--- config.mk ---
export PLATFORM = sky130hd
export DESIGN_NAME = multicycle_control
export DESIGN_NICKNAME = d
export VERILOG_FILES = /design/src/rtl/riscv_ctrl_pkg.sv /design/src/rtl/alu_decoder.sv /design/src/rtl/multicycle_control.sv
export SDC_FILE = /design/constraint.sdc
export NUM_CORES = 1
export LEC_CHECK = 0
export ABC_CLOCK_PERIOD_IN_PS = 2700
export CORE_MARGIN = 3
export CORE_UTILIZATION = 25
export CTS_CLUSTER_DIAMETER = 80
export DETAILED_ROUTE_END_ITERATION = 8
export SLEW_MARGIN = 20
export SYNTH_ARGS = -nofsm -noshare
export SYNTH_HDL_FRONTEND = slang
export SYNTH_SLANG_ARGS = --single-unit
--- constraint.sdc ---
create_clock -name clk -period 2.7 [get_ports clk]
set_input_delay 0.27 -clock clk [delete_from_list [all_inputs] [get_ports clk]]
set_output_delay 0.27 -clock clk [all_outputs]
set_load 0.02 [all_outputs]
--- src/rtl/riscv_ctrl_pkg.sv ---
// Shared encodings for the multicycle RISC-V control path: opcodes, FSM states,
// ALUOp and ALUControlSignal codes, and the datapath mux selects.
package riscv_ctrl_pkg;

    localparam logic [6:0] OP_LW   = 7'b0000011;
    localparam logic [6:0] OP_SW   = 7'b0100011;
    localparam logic [6:0] OP_R    = 7'b0110011;
    localparam logic [6:0] OP_I    = 7'b0010011;
    localparam logic [6:0] OP_BEQ  = 7'b1100011;
    localparam logic [6:0] OP_JAL  = 7'b1101111;

    typedef enum logic [3:0] {
        S_FETCH, S_DECODE, S_MEMADR, S_MEMREAD, S_MEMWB, S_MEMWRITE,
        S_EXECR, S_EXECI, S_ALUWB, S_BEQ, S_JAL, S_TRAP
    } state_t;

    typedef enum logic [1:0] {
        ALUOP_ADD   = 2'b00,
        ALUOP_SUB   = 2'b01,
        ALUOP_FUNCT = 2'b10
    } alu_op_t;

    localparam logic [2:0] ALU_ADD = 3'b000;
    localparam logic [2:0] ALU_SUB = 3'b001;
    localparam logic [2:0] ALU_AND = 3'b010;
    localparam logic [2:0] ALU_OR  = 3'b011;
    localparam logic [2:0] ALU_SLT = 3'b101;

    localparam logic [1:0] RES_ALUOUT    = 2'b00;
    localparam logic [1:0] RES_DATA      = 2'b01;
    localparam logic [1:0] RES_ALURESULT = 2'b10;

    localparam logic [1:0] SRCA_PC    = 2'b00;
    localparam logic [1:0] SRCA_OLDPC = 2'b01;
    localparam logic [1:0] SRCA_RS1   = 2'b10;

    localparam logic [1:0] SRCB_RS2  = 2'b00;
    localparam logic [1:0] SRCB_IMM  = 2'b01;
    localparam logic [1:0] SRCB_FOUR = 2'b10;

    localparam logic [1:0] IMM_I = 2'b00;
    localparam logic [1:0] IMM_S = 2'b01;
    localparam logic [1:0] IMM_B = 2'b10;
    localparam logic [1:0] IMM_J = 2'b11;

    function automatic logic [1:0] imm_src_of(input logic [6:0] op);
        case (op)
            OP_SW:   return IMM_S;
            OP_BEQ:  return IMM_B;
            OP_JAL:  return IMM_J;
            default: return IMM_I;
        endcase
    endfunction

endpackage

--- src/rtl/alu_decoder.sv ---
// Combinational ALUOp/funct3/funct7b5/op[5] -> ALUControlSignal mapping.
module alu_decoder
    import riscv_ctrl_pkg::*;
(
    input  alu_op_t     alu_op,
    input  logic [2:0]  funct3,
    input  logic        funct7b5,
    input  logic        op5,
    output logic [2:0]  alu_control
);

    always_comb begin
        // NOTE: assign a default first so no path through the case leaves the output unassigned (latch).
        alu_control = ALU_ADD;
        case (alu_op)
            ALUOP_SUB: alu_control = ALU_SUB;
            ALUOP_FUNCT: begin
                case (funct3)
                    // Only R-type (op[5]=1) uses funct7b5 to pick sub; addi ignores it.
                    3'b000:  alu_control = (op5 & funct7b5) ? ALU_SUB : ALU_ADD;
                    3'b010:  alu_control = ALU_SLT;
                    3'b110:  alu_control = ALU_OR;
                    3'b111:  alu_control = ALU_AND;
                    default: alu_control = ALU_ADD;
                endcase
            end
            default: alu_control = ALU_ADD;
        endcase
    end

endmodule

--- src/rtl/multicycle_control.sv ---
// Multicycle RISC-V control FSM: sequences fetch/decode/execute/memory/writeback
// and decodes the datapath enables, mux selects and ALU control from the state.
module multicycle_control
    import riscv_ctrl_pkg::*;
#(
    parameter bit MEM_WAIT_EN = 1'b1
) (
    input  logic        clk,
    input  logic        rst,
    input  logic [6:0]  op,
    input  logic [2:0]  funct3,
    input  logic        funct7b5,
    input  logic        ZeroFlag,
    input  logic        MemReady,
    output logic        PCWrite,
    output logic        AdrSrc,
    output logic        MemWrite,
    output logic        IRWrite,
    output logic [1:0]  ResultSrc,
    output logic [1:0]  ALUSrcA,
    output logic [1:0]  ALUSrcB,
    output logic [1:0]  ImmSrc,
    output logic        RegWrite,
    output logic [2:0]  ALUControlSignal,
    output logic        IllegalInstr,
    output logic        InstrRetired
);

    state_t  state;
    alu_op_t alu_op;
    logic    mem_ready;

    assign mem_ready = MEM_WAIT_EN ? MemReady : 1'b1;
    assign ImmSrc    = imm_src_of(op);

    // NOTE: sequential state uses non-blocking assignments so every register samples pre-edge values.
    always_ff @(posedge clk) begin
        if (rst) begin
            state <= S_FETCH;
        end else begin
            case (state)
                S_FETCH:    if (mem_ready) state <= S_DECODE;
                S_DECODE: begin
                    case (op)
                        OP_LW, OP_SW: state <= S_MEMADR;
                        OP_R:         state <= S_EXECR;
                        OP_I:         state <= S_EXECI;
                        OP_BEQ:       state <= S_BEQ;
                        OP_JAL:       state <= S_JAL;
                        default:      state <= S_TRAP;
                    endcase
                end
                S_MEMADR:   state <= (op == OP_LW) ? S_MEMREAD : S_MEMWRITE;
                S_MEMREAD:  if (mem_ready) state <= S_MEMWB;
                S_MEMWB:    state <= S_FETCH;
                S_MEMWRITE: if (mem_ready) state <= S_FETCH;
                S_EXECR,
                S_EXECI:    state <= S_ALUWB;
                S_ALUWB:    state <= S_FETCH;
                S_BEQ:      state <= S_FETCH;
                S_JAL:      state <= S_ALUWB;
                S_TRAP:     state <= S_TRAP;
                default:    state <= S_TRAP;
            endcase
        end
    end

    always_comb begin
        PCWrite      = 1'b0;
        AdrSrc       = 1'b0;
        MemWrite     = 1'b0;
        IRWrite      = 1'b0;
        ResultSrc    = RES_ALUOUT;
        ALUSrcA      = SRCA_PC;
        ALUSrcB      = SRCB_RS2;
        RegWrite     = 1'b0;
        IllegalInstr = 1'b0;
        InstrRetired = 1'b0;
        alu_op       = ALUOP_ADD;
        case (state)
            S_FETCH: begin
                ALUSrcB   = SRCB_FOUR;
                ResultSrc = RES_ALURESULT;
                IRWrite   = mem_ready;
                PCWrite   = mem_ready;
            end
            S_DECODE: begin
                ALUSrcA = SRCA_OLDPC;
                ALUSrcB = SRCB_IMM;
            end
            S_MEMADR: begin
                ALUSrcA = SRCA_RS1;
                ALUSrcB = SRCB_IMM;
            end
            S_MEMREAD:  AdrSrc = 1'b1;
            S_MEMWB: begin
                ResultSrc    = RES_DATA;
                RegWrite     = 1'b1;
                InstrRetired = 1'b1;
            end
            S_MEMWRITE: begin
                AdrSrc       = 1'b1;
                MemWrite     = 1'b1;
                InstrRetired = mem_ready;
            end
            S_EXECR: begin
                ALUSrcA = SRCA_RS1;
                alu_op  = ALUOP_FUNCT;
            end
            S_EXECI: begin
                ALUSrcA = SRCA_RS1;
                ALUSrcB = SRCB_IMM;
                alu_op  = ALUOP_FUNCT;
            end
            S_ALUWB: begin
                RegWrite     = 1'b1;
                InstrRetired = 1'b1;
            end
            S_BEQ: begin
                ALUSrcA      = SRCA_RS1;
                alu_op       = ALUOP_SUB;
                PCWrite      = ZeroFlag;
                InstrRetired = 1'b1;
            end
            S_JAL: begin
                ALUSrcA = SRCA_OLDPC;
                ALUSrcB = SRCB_FOUR;
                PCWrite = 1'b1;
            end
            S_TRAP:     IllegalInstr = 1'b1;
            default:    IllegalInstr = 1'b1;
        endcase
        // Reset suppresses every write strobe immediately, before the state register updates.
        if (rst) begin
            PCWrite      = 1'b0;
            MemWrite     = 1'b0;
            IRWrite      = 1'b0;
            RegWrite     = 1'b0;
            IllegalInstr = 1'b0;
            InstrRetired = 1'b0;
        end
    end

    alu_decoder u_alu_decoder (
        .alu_op      (alu_op),
        .funct3      (funct3),
        .funct7b5    (funct7b5),
        .op5         (op[5]),
        .alu_control (ALUControlSignal)
    );

endmodule

# Word-level counts from Yosys, hierarchy flattened

Cells that the tools add are included.

Register bits after elaboration: 4
Input port bits: 15
Output and inout bits: 18
Logic and storage cells: 67

Eq/ne operators: 24
Muxes and demuxes: 27
Bitwise logic cells: 1
Reduce and logical (&&, ||, !) cells: 14

Operators with widths:

| kind                                           | number |
|---|---|
| case mux 4 bit (7 select lines)                | 1 |
| case mux 4 bit (5 select lines)                | 1 |
| == test 4 x 3 -> 1 bit (second input constant) | 4 |
| case mux 2 bit (2 select lines)                | 4 |
| == test 7 x 6 -> 1 bit (second input constant) | 2 |
| == test 7 bit (second input constant)          | 2 |
| == test 4 bit (second input constant)          | 3 |
| two-way mux 1 bit                              | 12 |
| two-way mux 4 bit                              | 3 |
| case mux 3 bit (4 select lines)                | 1 |
| OR reduction 2 bit                             | 6 |
| OR reduction 11 bit                            | 1 |
| OR reduction 3 bit                             | 3 |
| == test 4 x 2 -> 1 bit (second input constant) | 2 |
| == test 7 x 2 -> 1 bit (second input constant) | 1 |
| == test 7 x 5 -> 1 bit (second input constant) | 1 |
| == test 3 bit (second input constant)          | 2 |
| inequality test 2 bit (second input constant)  | 3 |
| case mux 2 bit (3 select lines)                | 1 |
| case mux 3 bit (2 select lines)                | 1 |
| == test 4 x 1 -> 1 bit (second input constant) | 1 |
| logical NOT 4 bit                              | 1 |
| OR reduction 4 bit                             | 1 |
| == test 3 x 2 -> 1 bit (second input constant) | 1 |
| other kinds (8)                                | 8 |

# Logic depth before layout (Yosys ltp)

Gate-level depths: netlist of run 1.

Word-level depth: 5
Mapped depth: 8
Depth with buffers taken out: 6

# Hierarchy

From an unflattened synthesis of run 1, not the netlist that was laid out.

Cell total of the unflattened synthesis: 100
Area total of the unflattened synthesis: 711.9 sq um

By module, submodules not included:

| module             | instances | cells each | area each (sq um) | seq. area each (sq um) |
|---|---|---|---|---|
| multicycle_control | 1         | 89         | 615.6             | 80.1 |
| alu_decoder        | 1         | 11         | 96.3              | 0.0 |

# Worst setup path after synthesis of run 1

No wires, ideal clock.

Path type: reg2out
Start point: reg state[2]
End point: out RegWrite
Arrival: 1.917 ns
Data required time: 2.430 ns
Setup slack: 0.513 ns
Stages on the path, launching flop included: 4
Buffers on the path: 1
Path through: dfxtp_1 clkbuf_1 nand2b_1 a2111oi_0

Longest elaborated chain between the ends: 4
Elaborated cells on any way between the ends: 5
Classes of those cells: eq/ne: 2; mux: 2; reduce/logical: 1

RTL lines:

| element                                                 | line                      | text |
|---|---|---|
| start, declared                                         | multicycle_control.sv:29  | `state_t state;` |
| start signal, assigned                                  | multicycle_control.sv:53  | `S_MEMADR: state <= (op == OP_LW) ? S_MEMREAD : S_MEMWRITE;` |
| == test 4 bit or == test 4 x 3 -> 1 bit (tied branches) | multicycle_control.sv:80  | `case (state)` |
| OR reduction 2 bit (no line) *                          | n/a                       |  |
| two-way mux 1 bit *                                     | multicycle_control.sv:80  |  |
| two-way mux 1 bit *                                     | multicycle_control.sv:134 | `if (rst) begin` |
| end, declared                                           | multicycle_control.sv:23  | `output logic RegWrite,` |

Mark *: on every way between the ends. The rest lies on a longest branch, timed or not.

# Worst setup path after layout of run 1

Start point: reg state[1]
End point: out ALUControlSignal[2]

Longest elaborated chain between the ends: 5
Elaborated cells on any way between the ends: 8
Classes of those cells: eq/ne: 5; mux: 2; reduce/logical: 1

RTL lines:

| element                                                 | line                     | text |
|---|---|---|
| == test 4 x 3 -> 1 bit                                  | multicycle_control.sv:80 |  |
| OR reduction 2 bit (no line)                            | n/a                      |  |
| case mux 2 bit (2 select lines) *                       | multicycle_control.sv:80 |  |
| == test 2 bit or == test 2 x 1 -> 1 bit (tied branches) | alu_decoder.sv:15        | `case (alu_op)` |
| case mux 3 bit (2 select lines) *                       | alu_decoder.sv:15        |  |
| end, declared                                           | multicycle_control.sv:24 | `output logic [2:0] ALUControlSignal,` |

Marks and branches as above.

==> out/summary.txt, run 1 <==
fraction of the yosys area taken by sequential cells - 10.90%
share of power burned in combinational logic - 62.5%
number of standard cells in the layout, taps in and fillers out - 181
Area growth, synth to finish - 53.83%
IO Port Bufs - 32
largest net degree at the start of global routing - 19
worst setup path end - ALUControlSignal[2]
overall die area - 0.003624 sq mm
final clock period utilization by the worst path - 91.90%
H-Tree Level Count - 1
number of buffers inserted by hold repair at cts - 0
insertion delay of the later-clocked pin in the worst-skew pair - 0.24 ns
Synth Net Count - 135
number of synthesis warnings - 0
Pint - 0.0002426 W
number of clock sinks - 4
top cells by count, synth - nor2_1 (15), a21oi_1 (10), nor3_1 (10)
Static Leakage - 0.4484 nW
Post-Synthesis Cell Area - 734.5 sq um
number of global-route vias before repair - 847
Register-to-Register Path Depth - 5
number of detailed-routing iterations run before antenna repair - 2
maximum capacitance violations - 0
library cell used as clock root buffer - clkbuf_4
Clk pwr share - 18.9%
slew at the pin closest to its max-slew limit - 0.3311 ns
dpl cells - 178
Mapped Avg Cell Area - 6.224 sq um
fraction of synthesized cell area taken by the top area cell type - 10.90%
Mapped Cells - 118
hpwl dp - 1.766 mm
Initial Util - 26.41%
final worst clock skew - 0.001864 ns
shortest clock period the worst path allows after layout - 2.481 ns
routed vias/inst - 5.204
number of synthesized register bits - 4
Hold WS - 0.7440 ns
total grt overflow - 0
number of antenna-violating nets in the routed design - 0
Post-CTS Setup Inserts - 0
Switching Fraction - 41.85%
number of antenna repair diodes - 0
power dissipated by switching net loads - 0.0001746 W
Routed WL - 2.241 mm
arrival time of the worst setup path - 2.21 ns
largest reg by FF count - state
placer's final routability congestion estimate - 0.8011
worst reg2reg startpoint - state[3]
worst reg2reg setup slack - 0.95 ns
number of buffers created by CTS - 3
Max-slew headroom - 77.35%
ys async rst share - 0%
number of failing hold endpoints at the final stage - 0
chip height - 60.20 microns
Fmax - 403.0 MHz
Core Region - 0.002781 sq mm
top-level I/O count - 33
Hold Crit Class - flop to flop
nets - 169
CP max FO - 10
flip-flop count of the largest register after layout - 4
maximum clock insertion buffer count - 2
Site Rows - 19
number of synthesized flops with an enable pin - 0
initial antenna violation count - 0
Synth area leader - dfxtp_1
sum of internal, switching and leakage power - 0.0004171 W
TritonCTS clock tree - yes
die boundary width - 60.20 microns
Worst Setup Start Kind - flop
pwr dens - 369.2 mW/mm^2
first-pass GRT wire length - 3.539 mm
DR DRC count - 0
first-iteration detailed-routing DRC count - 25
number of setup violations in the final report - 0
Reg-to-Reg End - state[3]
clock slew at the register clock pins of the worst setup and hold paths - 0.04 ns
Yosys cell types - 40
result of the run - finished, final reports clean
Worst setup startpoint - state[1]
leading register cell type out of synthesis - dfxtp_1
kind of critical path - flop to output port
via count - 942
RSZ-0062 raised after global routing - false
required time reported for the critical path endpoint - 2.43 ns
Slew Limit Fails - 0
mean routed wirelength per cell - 12.38 microns
final sum of negative setup slack - 0 ns
Sequential Power Share - 18.6%
kind of capture point of the worst setup path - output port
proportion of layout cells with a drive suffix above 1 - 11.33%
cell with the most instances after synthesis - nor2_1
top post-synthesis cells by area - dfxtp_1 (11%), nor2_1 (7.7%), a21oi_1 (6.8%)
worst supply voltage drop on vdd - 0.2443 mV
overall track demand over capacity in global routing - 12.52%
biggest regs - state x4
==> layout make-up <==
class / count / area [sq um]
Timing Repair Buffer: 39 / 372.9
Clock buffer: 3 / 22.52
Tap cell: 31 / 38.79
Inverter: 7 / 26.28
Sequential cell: 4 / 82.58
Fill cell: 297 / 1652
Multi-Input combinational cell: 97 / 586.8
==> cell families after synthesis <==
kind of cell	count (synthesis)	share of synthesized area, %
buffers and inverters	17	9.200
AOI/OAI and AO/OA	32	28.45
and+or+nand+nor	60	44.46
DFF	4	10.90
adders and majority gates	2	3.407
xor gates and xnor gates	3	3.578
==> layout by cell type (no fill, tap or decap), drive strengths merged, types with 3 or more instances in the layout <==
| master | Yosys | layout |
|---|---|---|
| nand3 | 4 | 4 |
| nand2b | 5 | 5 |
| nor2 | 15 | 15 |
| nor3 | 10 | 10 |
| buf | 3 | 7 |
| o21ai | 5 | 5 |
| clkdlybuf4s50 | 0 | 32 |
| inv | 7 | 7 |
| dfxtp | 4 | 4 |
| nor3b | 4 | 4 |
| a31oi | 3 | 3 |
| nor2b | 4 | 4 |
| clkbuf | 7 | 3 |
| a21oi | 10 | 10 |
| nand2 | 7 | 7 |
==> power groups by stage <==
stage	registers [W]	logic [W]	clock network [W]
after CTS	0.0000768	0.000262	0.0000805
after detailed placement	0.0000778	0.000261	0
after global placement	0.0000777	0.000260	0
after floorplan	0.0000724	0.000161	0
final	0.0000774	0.000261	0.0000789
after global routing	0.0000785	0.000285	0.0000874
==> layer usage <==
metal  up-vias  GRT usage [%]  part of all wire, %
met3         0          4.104                  5.8
met4         0          2.215                    0
li1        489              -                    -
met5         -              0                    0
met2        22          21.30                   49
met1       431          15.39                   45
==> worst min-delay path by stage <==
| stage | startpoint | end | slack (ns) | depth (start not counted) |
|---|---|---|---|---|
| 2_1_floorplan | op[6] | state[1] | 0.49 | 2 |
| 3_3_place_gp | state[3] | state[0] | 0.80 | 3 |
| 3_5_place_dp | state[2] | state[2] | 0.80 | 3 |
| 4_1_cts | rst | state[2] | 0.77 | 4 |
| 5_1_grt | op[6] | state[1] | 0.79 | 3 |
| 6_report | state[2] | state[2] | 0.74 | 3 |
==> worst max-delay path, cell delays in order (launching register included) <==
cell	delay [ns]
dfxtp_2	0.41
nand2b_1	0.11
or2_2	0.30
inv_1	0.06
ha_1	0.23
nor2_1	0.09
and4_1	0.19
clkdlybuf4s50_1	0.59
==> through the flow <==
step | cell area [sq um] | util [%] | setup WS, ns
after floorplan | 734.5 | - | 0.5132
after global placement | 1105 | 39.72 | 0.2376
after detailed placement | 1105 | 39.72 | 0.2366
after CTS | 1127 | 40.53 | 0.08936
after global routing | 1130 | 40.62 | 0.08989
final | 1130 | 40.62 | 0.2187
==> repair_timing <==
item,CTS,global route
hold endpoints to repair,0,0
endpoints found under the setup margin,0,1
gates resized for setup,0,2
Note: power is estimated with default switching activity, not from simulation.
==> run 2, diff against run 1 <==
--- a/config.mk
+++ b/config.mk
@@ -6,6 +6,7 @@
 export NUM_CORES = 1
 export LEC_CHECK = 0
 export ABC_CLOCK_PERIOD_IN_PS = 2700
+export CAP_MARGIN = 10
 export CORE_MARGIN = 3
 export CORE_UTILIZATION = 25
 export CTS_CLUSTER_DIAMETER = 80
==> results of run 2 <==
Same layout as run 1: the final DEF is identical, and so are final timing and power.
==> run 3, diff against run 2 <==
--- a/config.mk
+++ b/config.mk
@@ -7,10 +7,10 @@
 export LEC_CHECK = 0
 export ABC_CLOCK_PERIOD_IN_PS = 2700
 export CAP_MARGIN = 10
-export CORE_MARGIN = 3
-export CORE_UTILIZATION = 25
+export CORE_UTILIZATION = 41
 export CTS_CLUSTER_DIAMETER = 80
 export DETAILED_ROUTE_END_ITERATION = 8
+export PLACE_DENSITY = 0.79
 export SLEW_MARGIN = 20
 export SYNTH_ARGS = -nofsm -noshare
 export SYNTH_HDL_FRONTEND = slang
==> out/summary.txt, run 3 (synthesis results as in run 1) <==
GR Util met2 - 42.35% (was 21.30%)
slew at the pin closest to its max-slew limit - 0.3434 ns (was 0.3311 ns)
hpwl dp - 1.680 mm (was 1.766 mm)
Initial Util - 46.08% (was 26.41%)
first-iteration detailed-routing DRC count - 26 (was 25)
GR Layer Usage met3 - 5.714% (was 4.104%)
Register-to-Register Path Depth - 5 (unchanged)
placer's final routability congestion estimate - 0.8175 (was 0.8011)
met1 layer usage reported by global route - 29.63% (was 15.39%)
mean routed wirelength per cell - 12.38 microns (about the same)
worst reg2reg setup slack - 0.94 ns (was 0.95 ns)
maximum capacitance violations - 0 (unchanged)
worst supply voltage drop on vdd - 0.4109 mV (was 0.2443 mV)
Slew Limit Fails - 0 (unchanged)
H-Tree Level Count - 1 (unchanged)
Fmax - 401.0 MHz (was 403.0 MHz)
most frequent standard cell in the layout excluding fill and tap cells - clkdlybuf4s50_1 (unchanged)
kind of capture point of the worst setup path - output port (unchanged)
overall die area - 0.001965 sq mm (was 0.003624 sq mm)
required time reported for the critical path endpoint - 2.43 ns (about the same)
arrival time of the worst setup path - 2.22 ns (was 2.21 ns)
Max-slew headroom - 76.51% (was 77.35%)
library cell used as clock root buffer - clkbuf_4 (unchanged)
routed vias/inst - 5.537 (was 5.204)
first-pass GRT wire length - 3.650 mm (was 3.539 mm)
kind of cell adding the most delay to the critical path - simple AND/OR/NAND/NOR gates (unchanged)
Post-CTS Setup Inserts - 0 (unchanged)
Reg-to-Reg End - state[3] (unchanged)
die boundary width - 44.33 microns (was 60.20 microns)
Routed WL - 2.167 mm (was 2.241 mm)
via count - 969 (was 942)
Worst setup startpoint - state[3] (was state[1])
clock slew at the register clock pins of the worst setup and hold paths - 0.04 ns (about the same)
number of antenna repair diodes - 0 (unchanged)
overall track demand over capacity in global routing - 24.20% (was 12.52%)
DR DRC count - 0 (unchanged)
shortest clock period the worst path allows after layout - 2.494 ns (was 2.481 ns)
global routing's busiest layer - met2 (unchanged)
result of the run - finished, final reports clean (unchanged)
flip-flop count of the largest register after layout - 4 (unchanged)
crit path buf inv count - 2 (unchanged)
Worst Setup Start Kind - flop (unchanged)
chip height - 44.33 microns (was 60.20 microns)
most frequent cells in the layout - clkdlybuf4s50_1 (32), nor2_1 (15), nor3_1 (10), a21oi_1 (10), buf_4 (8) (was clkdlybuf4s50_1 (32), nor2_1 (15), nor3_1 (10), a21oi_1 (10))
nets - 170 (was 169)
Slowest cell on crit path - clkdlybuf4s50_1 (unchanged)
RSZ-0062 raised after global routing - false (unchanged)
biggest regs - state x4 (unchanged)
TritonCTS clock tree - yes (unchanged)
proportion of layout cells with a drive suffix above 1 - 10.60% (was 11.33%)
CP max FO - 7 (was 10)
sequence of cells on the critical path - nand2b_1, or2_2, inv_1, ha_1, nor2_1, and4_1, clkdlybuf4s50_1 (unchanged)
CP peak stage delay - 0.59 ns (about the same)
Finished Cell Area - 0.001126 sq mm (was 0.001130 sq mm)
Site Rows - 14 (was 19)
number of failing hold endpoints at the final stage - 0 (unchanged)
final worst clock skew - 0.006926 ns (was 0.001864 ns)
number of buffers inserted by hold repair at cts - 0 (unchanged)
total of fill cells in the finished design - 145 (was 297)
Area growth, synth to finish - 53.32% (was 53.83%)
IO Port Bufs - 32 (unchanged)
final sum of negative setup slack - 0 ns (unchanged)
Static Leakage - 0.4528 nW (was 0.4484 nW)
worst setup path end - ALUControlSignal[2] (unchanged)
number of antenna-violating nets in the routed design - 0 (unchanged)
worst reg2reg startpoint - state[0] (was state[3])
number of clock sinks - 4 (unchanged)
insertion delay of the later-clocked pin in the worst-skew pair - 0.24 ns (about the same)
Hold Crit Class - flop to flop (unchanged)
number of global-route vias before repair - 930 (was 847)
pwr dens - 369.7 mW/mm^2 (was 369.2 mW/mm^2)
logic depth of the worst path, buffers included - 7 (unchanged)
final clock period utilization by the worst path - 92.36% (was 91.90%)
top-level I/O count - 33 (unchanged)
Post-DP Area - 0.001104 sq mm (was 0.001105 sq mm)
number of detailed-routing iterations run before antenna repair - 4 (was 2)
largest net degree at the start of global routing - 25 (was 19)
Resize count post-CTS - 0 (unchanged)
number of setup violations in the final report - 0 (unchanged)
largest reg by FF count - state (unchanged)
kind of critical path - flop to output port (unchanged)
maximum clock insertion buffer count - 2 (unchanged)
total grt overflow - 0 (unchanged)
number of buffers created by CTS - 3 (unchanged)
initial antenna violation count - 0 (unchanged)
Core Region - 0.001594 sq mm (was 0.002781 sq mm)
[run 3: worst min path at each step]
stage | end | slack [ns] | start | cells past startpoint
6_report | state[3] | 0.70 | state[1] | 3
5_1_grt | state[3] | 0.73 | state[1] | 3
4_1_cts | state[3] | 0.69 | state[1] | 3
3_5_place_dp | state[3] | 0.70 | state[1] | 3
3_3_place_gp | state[2] | 0.68 | state[3] | 3
2_1_floorplan | state[1] | 0.49 | op[6] | 2
[run 3: layout make-up]
class / instances / area, sq um / area share [%]
Multi-Input combinational cell: 97 / 586.8 / 52.11
Sequential cell: 4 / 80.08 / 7.111
Tap cell: 24 / 30.03 / 2.667
Timing Repair Buffer: 40 / 380.4 / 33.78
Clock buffer: 3 / 22.52 / 2.000
Inverter: 7 / 26.28 / 2.333
[run 3: stage by stage]
stage               utilization (%)  std cells  hold slack, ns  setup WS [ns]  power (W)
finish                        70.64        175          0.6954         0.2063  0.0004163
global route                  70.64        175          0.7336        0.07000  0.0004538
CTS                           70.64        175          0.6938         0.1853  0.0004205
detailed placement            69.23        172          0.6967         0.2664  0.0003405
global placement              69.23        172          0.6755         0.2631  0.0003361
floorplan                         -        118          0.4939         0.5132  0.0002332
[run 3: worst register-to-register path, stage by stage (launching register included)]
cell      delay, ns
dfxtp_1        0.30
buf_4          0.20
or4_1          0.57
o21ai_0        0.23
a21oi_1        0.07
a311oi_1       0.27
[run 3: report_power, final]
part | leakage, nW | switching, W | internal [W]
sequential | 0.0328 | 0.00000620 | 0.0000659
combinational | 0.406 | 0.000140 | 0.000128
clock | 0.0138 | 0.0000258 | 0.0000498
total | 0.453 | 0.000172 | 0.000244
[run 3: routing by layer]
metal / part of all wire, % / up-vias
li1: - / 490
met1: 45 / 446
met2: 50 / 31
met3: 4.2 / 2
met4: 0.74 / 0
met5: 0 / -
